## config.mk

```make
export PLATFORM = sky130hd
export DESIGN_NAME = countdown_timer
export DESIGN_NICKNAME = d
export VERILOG_FILES = /design/src/rtl/countdown_timer_pkg.sv /design/src/rtl/countdown_timer_seg_decode.sv /design/src/rtl/countdown_timer.sv
export SDC_FILE = /design/constraint.sdc
export NUM_CORES = 1
export LEC_CHECK = 0
export BUFFER_PORTS_ARGS = -buffer_cell sky130_fd_sc_hd__buf_2
export CAP_MARGIN = 20
export CORE_ASPECT_RATIO = 0.6
export CORE_UTILIZATION = 66
export DETAILED_ROUTE_END_ITERATION = 16
export PLACE_DENSITY = 0.89
export SYNTH_ARGS = -nofsm -noshare
export SYNTH_HDL_FRONTEND = slang
export SYNTH_SLANG_ARGS = --single-unit
```

## constraint.sdc

```tcl
create_clock -name clk -period 6.2 [get_ports clk]
set_clock_uncertainty 0.15 [all_clocks]
set_input_delay 0.31 -clock clk [delete_from_list [all_inputs] [get_ports clk]]
set_output_delay 0.31 -clock clk [all_outputs]
set_load 0.02 [all_outputs]
```

## src/rtl/countdown_timer_pkg.sv

```systemverilog
// countdown_timer_pkg: shared stopwatch constants and helpers for the countdown timer and its digit decoder.
package countdown_timer_pkg;
  typedef logic [3:0] bcd_t;
  localparam int NUM_DIGITS = 8;
  localparam bcd_t PSC_TC = 4'd9;
  localparam logic [31:0] DIGIT_LIMITS = 32'h9959_5999;
  localparam logic [7:0] BLANK_CODE = 8'h00;
  localparam logic [7:0] COM_OFF = 8'hFF;
  localparam int BLINK_HALF = 250;
  function automatic bcd_t digit_limit(input logic [2:0] i);
    return DIGIT_LIMITS[4 * (7 - int'(i)) +: 4];
  endfunction
  function automatic logic [7:0] com_pattern(input logic [2:0] i);
    return ~(8'h80 >> i);
  endfunction
  function automatic bcd_t clamp(input bcd_t v, input bcd_t lim);
    return v > lim ? lim : v;
  endfunction
endpackage

```

## src/rtl/countdown_timer_seg_decode.sv

```systemverilog
// seg_decode: BCD digit to 7-segment pattern {dp,g,f,e,d,c,b,a}, blank for non-BCD codes.
module seg_decode
  import countdown_timer_pkg::*;
(
  input  bcd_t       bcd,
  output logic [7:0] seg
);
  always_comb begin
    case (bcd)
      4'd0: seg = 8'h3F;
      4'd1: seg = 8'h06;
      4'd2: seg = 8'h5B;
      4'd3: seg = 8'h4F;
      4'd4: seg = 8'h66;
      4'd5: seg = 8'h6D;
      4'd6: seg = 8'h7D;
      4'd7: seg = 8'h07;
      4'd8: seg = 8'h7F;
      4'd9: seg = 8'h6F;
      default: seg = BLANK_CODE;
    endcase
  end
endmodule

```

## src/rtl/countdown_timer.sv

```systemverilog
// countdown_timer: HH:MM:SS:cs BCD countdown with scanned 7-seg display; define ALARM_BLINK_EN to blink the display during alarm.
module countdown_timer
  import countdown_timer_pkg::*;
(
  input  logic        clk,
  input  logic        rst,
  input  logic        start,
  input  logic        load,
  input  logic [23:0] preset,
  output logic [7:0]  seg_data,
  output logic [7:0]  seg_com,
  output logic        running,
  output logic        alarm
);
  bcd_t digit [NUM_DIGITS];
  bcd_t nxt [NUM_DIGITS];
  logic [7:0] seg [NUM_DIGITS];
  logic [3:0] psc;
  logic [2:0] scan;
  logic start_q, press, tick, nz, nxt_zero, blank;
  assign press = start & ~start_q;
  assign tick = running & (psc == PSC_TC);
  // Borrow ripples from cs_one upward; a zero digit wraps to its own limit.
  always_comb begin
    logic b;
    b = 1'b1;
    nz = 1'b0;
    nxt_zero = 1'b1;
    for (int i = NUM_DIGITS - 1; i >= 0; i--) begin
      nxt[i] = b ? (digit[i] == 4'd0 ? digit_limit(3'(i)) : digit[i] - 4'd1) : digit[i];
      b = b & (digit[i] == 4'd0);
      nz = nz | (digit[i] != 4'd0);
      nxt_zero = nxt_zero & (nxt[i] == 4'd0);
    end
  end
  for (genvar g = 0; g < NUM_DIGITS; g++) begin : g_dec
    seg_decode u_dec (.bcd(digit[g]), .seg(seg[g]));
  end
`ifdef ALARM_BLINK_EN
  logic [7:0] blink_cnt;
  logic blink_off;
  always_ff @(posedge clk) begin
    if (rst || !alarm) begin
      blink_cnt <= '0;
      blink_off <= 1'b0;
    end else if (blink_cnt == 8'(BLINK_HALF - 1)) begin
      blink_cnt <= '0;
      blink_off <= ~blink_off;
    end else begin
      blink_cnt <= blink_cnt + 8'd1;
    end
  end
  assign blank = alarm & blink_off;
`else
  assign blank = 1'b0;
`endif
  always_ff @(posedge clk) begin
    if (rst) begin
      for (int i = 0; i < NUM_DIGITS; i++) digit[i] <= '0;
      psc <= '0;
      scan <= '0;
      running <= 1'b0;
      alarm <= 1'b0;
      start_q <= 1'b0;
      seg_data <= BLANK_CODE;
      seg_com <= COM_OFF;
    end else begin
      start_q <= start;
      scan <= scan + 3'd1;
      seg_data <= seg[scan];
      seg_com <= blank ? COM_OFF : com_pattern(scan);
      if (load) begin
        for (int i = 0; i < 6; i++) digit[i] <= clamp(preset[4 * (5 - i) +: 4], digit_limit(3'(i)));
        digit[6] <= '0;
        digit[7] <= '0;
        psc <= '0;
        running <= 1'b0;
        alarm <= 1'b0;
      end else begin
        if (press && alarm) alarm <= 1'b0;
        else if (press && nz) running <= ~running;
        if (running) psc <= tick ? 4'd0 : psc + 4'd1;
        if (tick) begin
          for (int i = 0; i < NUM_DIGITS; i++) digit[i] <= nxt[i];
          if (nxt_zero) begin
            running <= 1'b0;
            alarm <= 1'b1;
          end
        end
      end
    end
  end
endmodule

```

## Word level (Yosys, flattened, before mapping)

Memories as Yosys holds them, arrays and structs flattened.
Cells that the tools add are included.
Widths: inputs -> output; s select.

- Register bits after elaboration: 26
- Bits in writable memories: 32
- Bits in read-only memories: 896
- Bits of input ports: 28
- Output and inout bits: 18
- Memories: 9

- Add/sub/neg operators: 10
- Magnitude comparators: 7
- Eq/ne operators: 1
- Shift operators: 1
- Multiplexer cells: 57
- Bitwise operators: 42
- Reduce and logical (&&, ||, !) cells: 27

Memories:

| memory | words | bits a word | rd ports | clocked after memory_dff | wr ports | line | source |
|---|---|---|---|---|---|---|---|
| (name not given) | 16 | 7 | 1 | 0 | 0 | countdown_timer_seg_decode.sv:9 | `case (bcd)` |
| (name not given) | 16 | 7 | 1 | 0 | 0 | countdown_timer_seg_decode.sv:9 |  |
| (name not given) | 16 | 7 | 1 | 0 | 0 | countdown_timer_seg_decode.sv:9 |  |
| (name not given) | 16 | 7 | 1 | 0 | 0 | countdown_timer_seg_decode.sv:9 |  |
| (name not given) | 16 | 7 | 1 | 0 | 0 | countdown_timer_seg_decode.sv:9 |  |
| (name not given) | 16 | 7 | 1 | 0 | 0 | countdown_timer_seg_decode.sv:9 |  |
| +3 memories | -- | -- | -- | -- | -- | -- |  |

Operators by type and width:

| cell | number |
|---|---|
| $mux 4 | 38 |
| $logic_not 4->1 | 16 |
| $reduce_bool 4->1 | 8 |
| $sub 4x1->4 const B | 8 |
| $bmux 8 s3 | 1 |
| $or 1x1->1 | 23 |
| $gt 4x4->1 const B | 4 |
| $mux 1 | 16 |
| $mux 8 | 2 |
| $and 1x1->1 | 15 |
| $gt 4x3->1 const B | 2 |
| $not 8->8 | 1 |
| $shr 8x3->8 const A | 1 |
| $add 4x1->4 const B | 1 |
| $eq 4x4->1 const B | 1 |
| $ge 4x4->1 const B | 1 |
| $not 3->4 | 1 |
| $add 3x1->3 const B | 1 |
| $logic_and 1x1->1 | 2 |
| $not 1->1 | 2 |
| $reduce_or 2->1 | 1 |

## Longest topological paths before layout

An unclocked memory read counts as a cell.

- Depth after elaboration: 14
- Gate-level depth with buffers: 9

## Modules after synthesis

Synthesis repeated with hierarchy kept, for this count alone.

- Cell total of the unflattened synthesis: 560
- Area, all modules: 5133.7 um^2

Modules (own cells, without submodules):

| module | instances | cells each | area an instance (um^2) |
|---|---|---|---|
| countdown_timer | 1 | 324 | 3325.7 |
| seg_decode (g_dec[2].u_dec ...) | 5 | 30 | 230.2 |
| seg_decode (g_dec[0].u_dec ...) | 2 | 28 | 212.7 |
| seg_decode (g_dec[1].u_dec) | 1 | 30 | 231.5 |

## Least setup slack after synthesis

OpenSTA, ideal clock, no wires.

- Kind: register to register
- Start point: memory digit[1][9] in the netlist's numbering
- End point: register running
- Setup time: 0.120 ns
- Data arrival time: 2.671 ns
- Required time: 5.930 ns
- Slack: 3.259 ns
- Cell stages (with the launch flop): 8
- Path through: edfxtp_1 inv_1 ha_1 or4b_4 nor4_4 a41oi_1 or4b_1 o31a_1

RTL lines:

| element | line | source |
|---|---|---|
| start, declared | countdown_timer.sv:15 | `bcd_t digit [NUM_DIGITS];` |
| end signal, assigned | countdown_timer.sv:81 | `else if (press && nz) running <= ~running;` |
| end, declared | countdown_timer.sv:12 | `output logic running,` |

==> metrics.md <==
| Metric | Value |
|---|---|
| Remaining global-route overflow | `0` |
| First-pass GRT wire length | `23500 um` |
| Seq pwr share | `38.2%` |
| GRT Util Overall | `39.8%` |
| Top_reg_cell synth | `edfxtp_1` |
| Relative slew slack | `35.5%` |
| Clock share of power | `37.7%` |
| Pin count of the biggest net entering global routing | `48` |
| DR iter-0 viols | `909` |
| Origin of the critical flop-to-flop path | `digit[1][13]` |
| Vias/cell | `6.90` |
| Worst Path Required | `6.32 ns` |
| Layout cells sized above 1 | `12.1%` |
| FF+latch area | `1460 sq um` |
| Buffers on Ports | `44` |
| CTS tree | `done` |
| Commonest cells post-synth | `ha_1 (56), nor2_1 (53), a21oi_1 (46), o21ai_0 (46), nand2_1 (45)` |
| Root buf cell | `clkbuf_16` |
| Yosys cell types | `64` |
| Routed WL | `15400 um` |
| # clock sinks | `57` |
| Nets@finish | `706` |
| Int Pwr | `0.832 mW` |
| CTS clk-pin slew, worst paths | `0.06 ns` |
| Ys async rst share | `0%` |
| Measured slew at the worst slew-check pin | `0.965 ns` |
| Cells on worst reg2reg path | `8` |
| Worst setup endpoint | `alarm` |
| Detailed-placement wirelength estimate | `11400 um` |
| Sum of negative setup slack | `0 ns` |
| Routed via count | `5047` |
| CP Max Fanout | `9` |
| Sw Ratio | `33.5%` |
| CP Data Arrival Time | `3.56 ns` |
| Post-synth EDFFs | `32` |
| Die Width | `114 um` |
| DR pass1 iterations | `8` |
| MaxCap Viol Count | `0` |
| Cells after synthesis | `599` |
| RSZ-0062 raised after global routing | `false` |
| CP Launch Point | `digit[1][13]` |
| Antenna violations before repair | `0` |
| GP Congestion | `1.06` |
| Post-route minimum period | `3.44 ns` |
| FF-to-FF setup slack | `2.76 ns` |
| Area grow syn2layout | `10.1%` |
| Fill cells | `517` |
| Max VDD drop | `0.000196 V` |
| Yosys Warn Count | `0` |
| IO Count | `46` |
| Final period utilization | `55.5%` |
| Flops & latches, synth | `57` |
| HP Class | `in2reg` |
| Pre-CTS WS | `2.93 ns` |
| Die Height | `69.2 um` |
| Worst r2r dst | `alarm` |
| P_leak | `2.16 nW` |
| Synth Net Count | `683` |
| Setup WS post-layout | `2.76 ns` |
| CORE AREA | `7270 sq um` |
| CP Capture Type | `flop` |
| Setup bufs post-CTS | `0` |
| Combinational group share of total power | `24.2%` |
| Netlist Area Pre-Place | `4970 sq um` |
| Wire per inst | `21.1 um` |
| Switch Pwr | `0.419 mW` |
| Crit Path Class | `reg2reg` |
| Hold Vio Cnt, Final | `0` |
| Maximum operating frequency | `291 MHz` |
| Most instantiated library cell after synthesis | `ha_1` |
| CP Launch Type | `flop` |
| Multi-input gate area | `3210 sq um` |
| Resized cells post-CTS | `0` |
| Row cnt | `24` |
| CTS buffer count | `9` |
| Area leader, netlist | `edfxtp_1` |
| Synth top area cells | `edfxtp_1 (19%), ha_1 (14%), dfxtp_1 (10%), a21oi_1 (4.6%), o21ai_0 (4.6%)` |
| Number of global-route vias before repair | `4352` |
| Total die area | `7890 sq um` |
| Pwr/cell area | `229 nW/um^2` |
| Post-synthesis sequential area ratio | `29.4%` |
| Slew Viols, Final | `0` |
| Antenna Diode Count | `0` |
| CTS max path bufs | `2` |
| Initial Util | `68.4%` |
| Later-pin clock latency in the skew report | `0.35 ns` |
| DRC violations left | `0` |
| H-tree depth | `3` |
| Synth Area per Inst | `8.29 sq um` |
| CTS Hold Bufs | `0` |
| Status | `finished clean` |
| Setup violations, final | `0` |
| Post-synth top area share | `19.3%` |
| Post-route ant nets | `0` |
## layout make-up
| class | count | area share (%) |
|---|---|---|
| clock inverter | 2 | 0.206 |
| inverter | 40 | 2.75 |
| clock buffer | 14 | 4.85 |
| tap | 104 | 2.38 |
| sequential | 57 | 26.7 |
| timing repair buffer | 46 | 4.30 |
| multi-input combinational | 468 | 58.8 |
## logic make-up after synthesis
group                      count (synthesis)  share of synthesized area (%)
adders and majority gates                 56                           14.1
xor gates and xnor gates                   9                           1.59
muxes                                     12                           2.49
buffers and inverters                     74                           5.89
DFF                                       57                           29.4
and+or+nand+nor                          201                           21.2
AOI/OAI and AO/OA                        189                           25.2
other                                      1                         0.0755
## worst min-delay path by stage
stage	startpoint	endpoint	slack, ns	cells after the start
floorplan	rst	scan[1]	0.23	1
global placement	psc[3]	psc[3]	0.36	2
detailed placement	psc[3]	psc[3]	0.38	2
CTS	start	start_q	0.06	2
global route	start	start_q	0.08	2
finish	start	start_q	0.09	2
## cells in the final DEF (no fill, tap or decap), types with 3 or more instances in the layout
cell        n
a2111oi_0   3
a211oi_1   10
a21o_1      5
a21oi_1    46
a221oi_1    3
a22o_1      6
a311oi_1   10
a31oi_1     5
a41oi_1     3
and3_1      3
buf_2      44
clkbuf_1    4
clkbuf_16  10
dfxtp_1    25
edfxtp_1   32
ha_1       56
inv_1      38
mux2_2      3
mux2i_1     9
nand2_1    45
nand2b_1   14
nand3_1    21
nand4_1     7
nor2_1     53
nor2b_1     7
nor3_1     21
nor3b_1     4
o211ai_1    3
o21a_1      8
o21ai_0    46
o221ai_1   13
o22ai_1     5
o311a_1     3
o311ai_0    8
o31ai_1     5
or3b_2      5
xnor2_1     5
xor2_1      4
## flip-flops by register name, summed over array words and instances, names as in the netlist
signal,count
seg_data,7
alarm,1
seg_com,8
digit,32
running,1
psc,4
start_q,1
scan,3
## routing by layer
metal / GRT usage (%) / up-vias / routed length (um)
met2: 51.0 / 407 / 5990
met5: 0 / - / 0
li1: - / 2273 / -
met1: 58.8 / 2306 / 6520
met3: 18.3 / 61 / 2520
met4: 11.1 / 0 / 416
## stage by stage
stage / hold WS [ns] / instance area (sq um) / total power [mW] / utilization (%) / instances
after floorplan: 0.232 / 4970 / 0.671 / - / 599
after global routing: 0.0835 / 5470 / 1.29 / 75.2 / 731
after CTS: 0.0649 / 5460 / 1.23 / 75.1 / 730
after detailed placement: 0.379 / 5180 / 0.767 / 71.3 / 714
after global placement: 0.365 / 5180 / 0.761 / 71.3 / 714
final: 0.0941 / 5470 / 1.25 / 75.2 / 731
## critical path, stage by stage, from the launching register on
cell and delay [ns]:
edfxtp_1 0.51, inv_1 0.17, ha_1 0.32, nor2b_1 0.60, nand3_2 0.34, or4_1 0.63, a221oi_1 0.32, nand4_1 0.14
o21ai_0 0.18
## power groups by stage
stage,combinational [mW],sequential (mW),clock [mW]
global placement,0.282,0.479,0
detailed placement,0.286,0.481,0
floorplan,0.207,0.464,0
global route,0.325,0.481,0.483
CTS,0.289,0.474,0.470
finish,0.302,0.478,0.471
No activity file was read; power rests on OpenSTA's default activity.
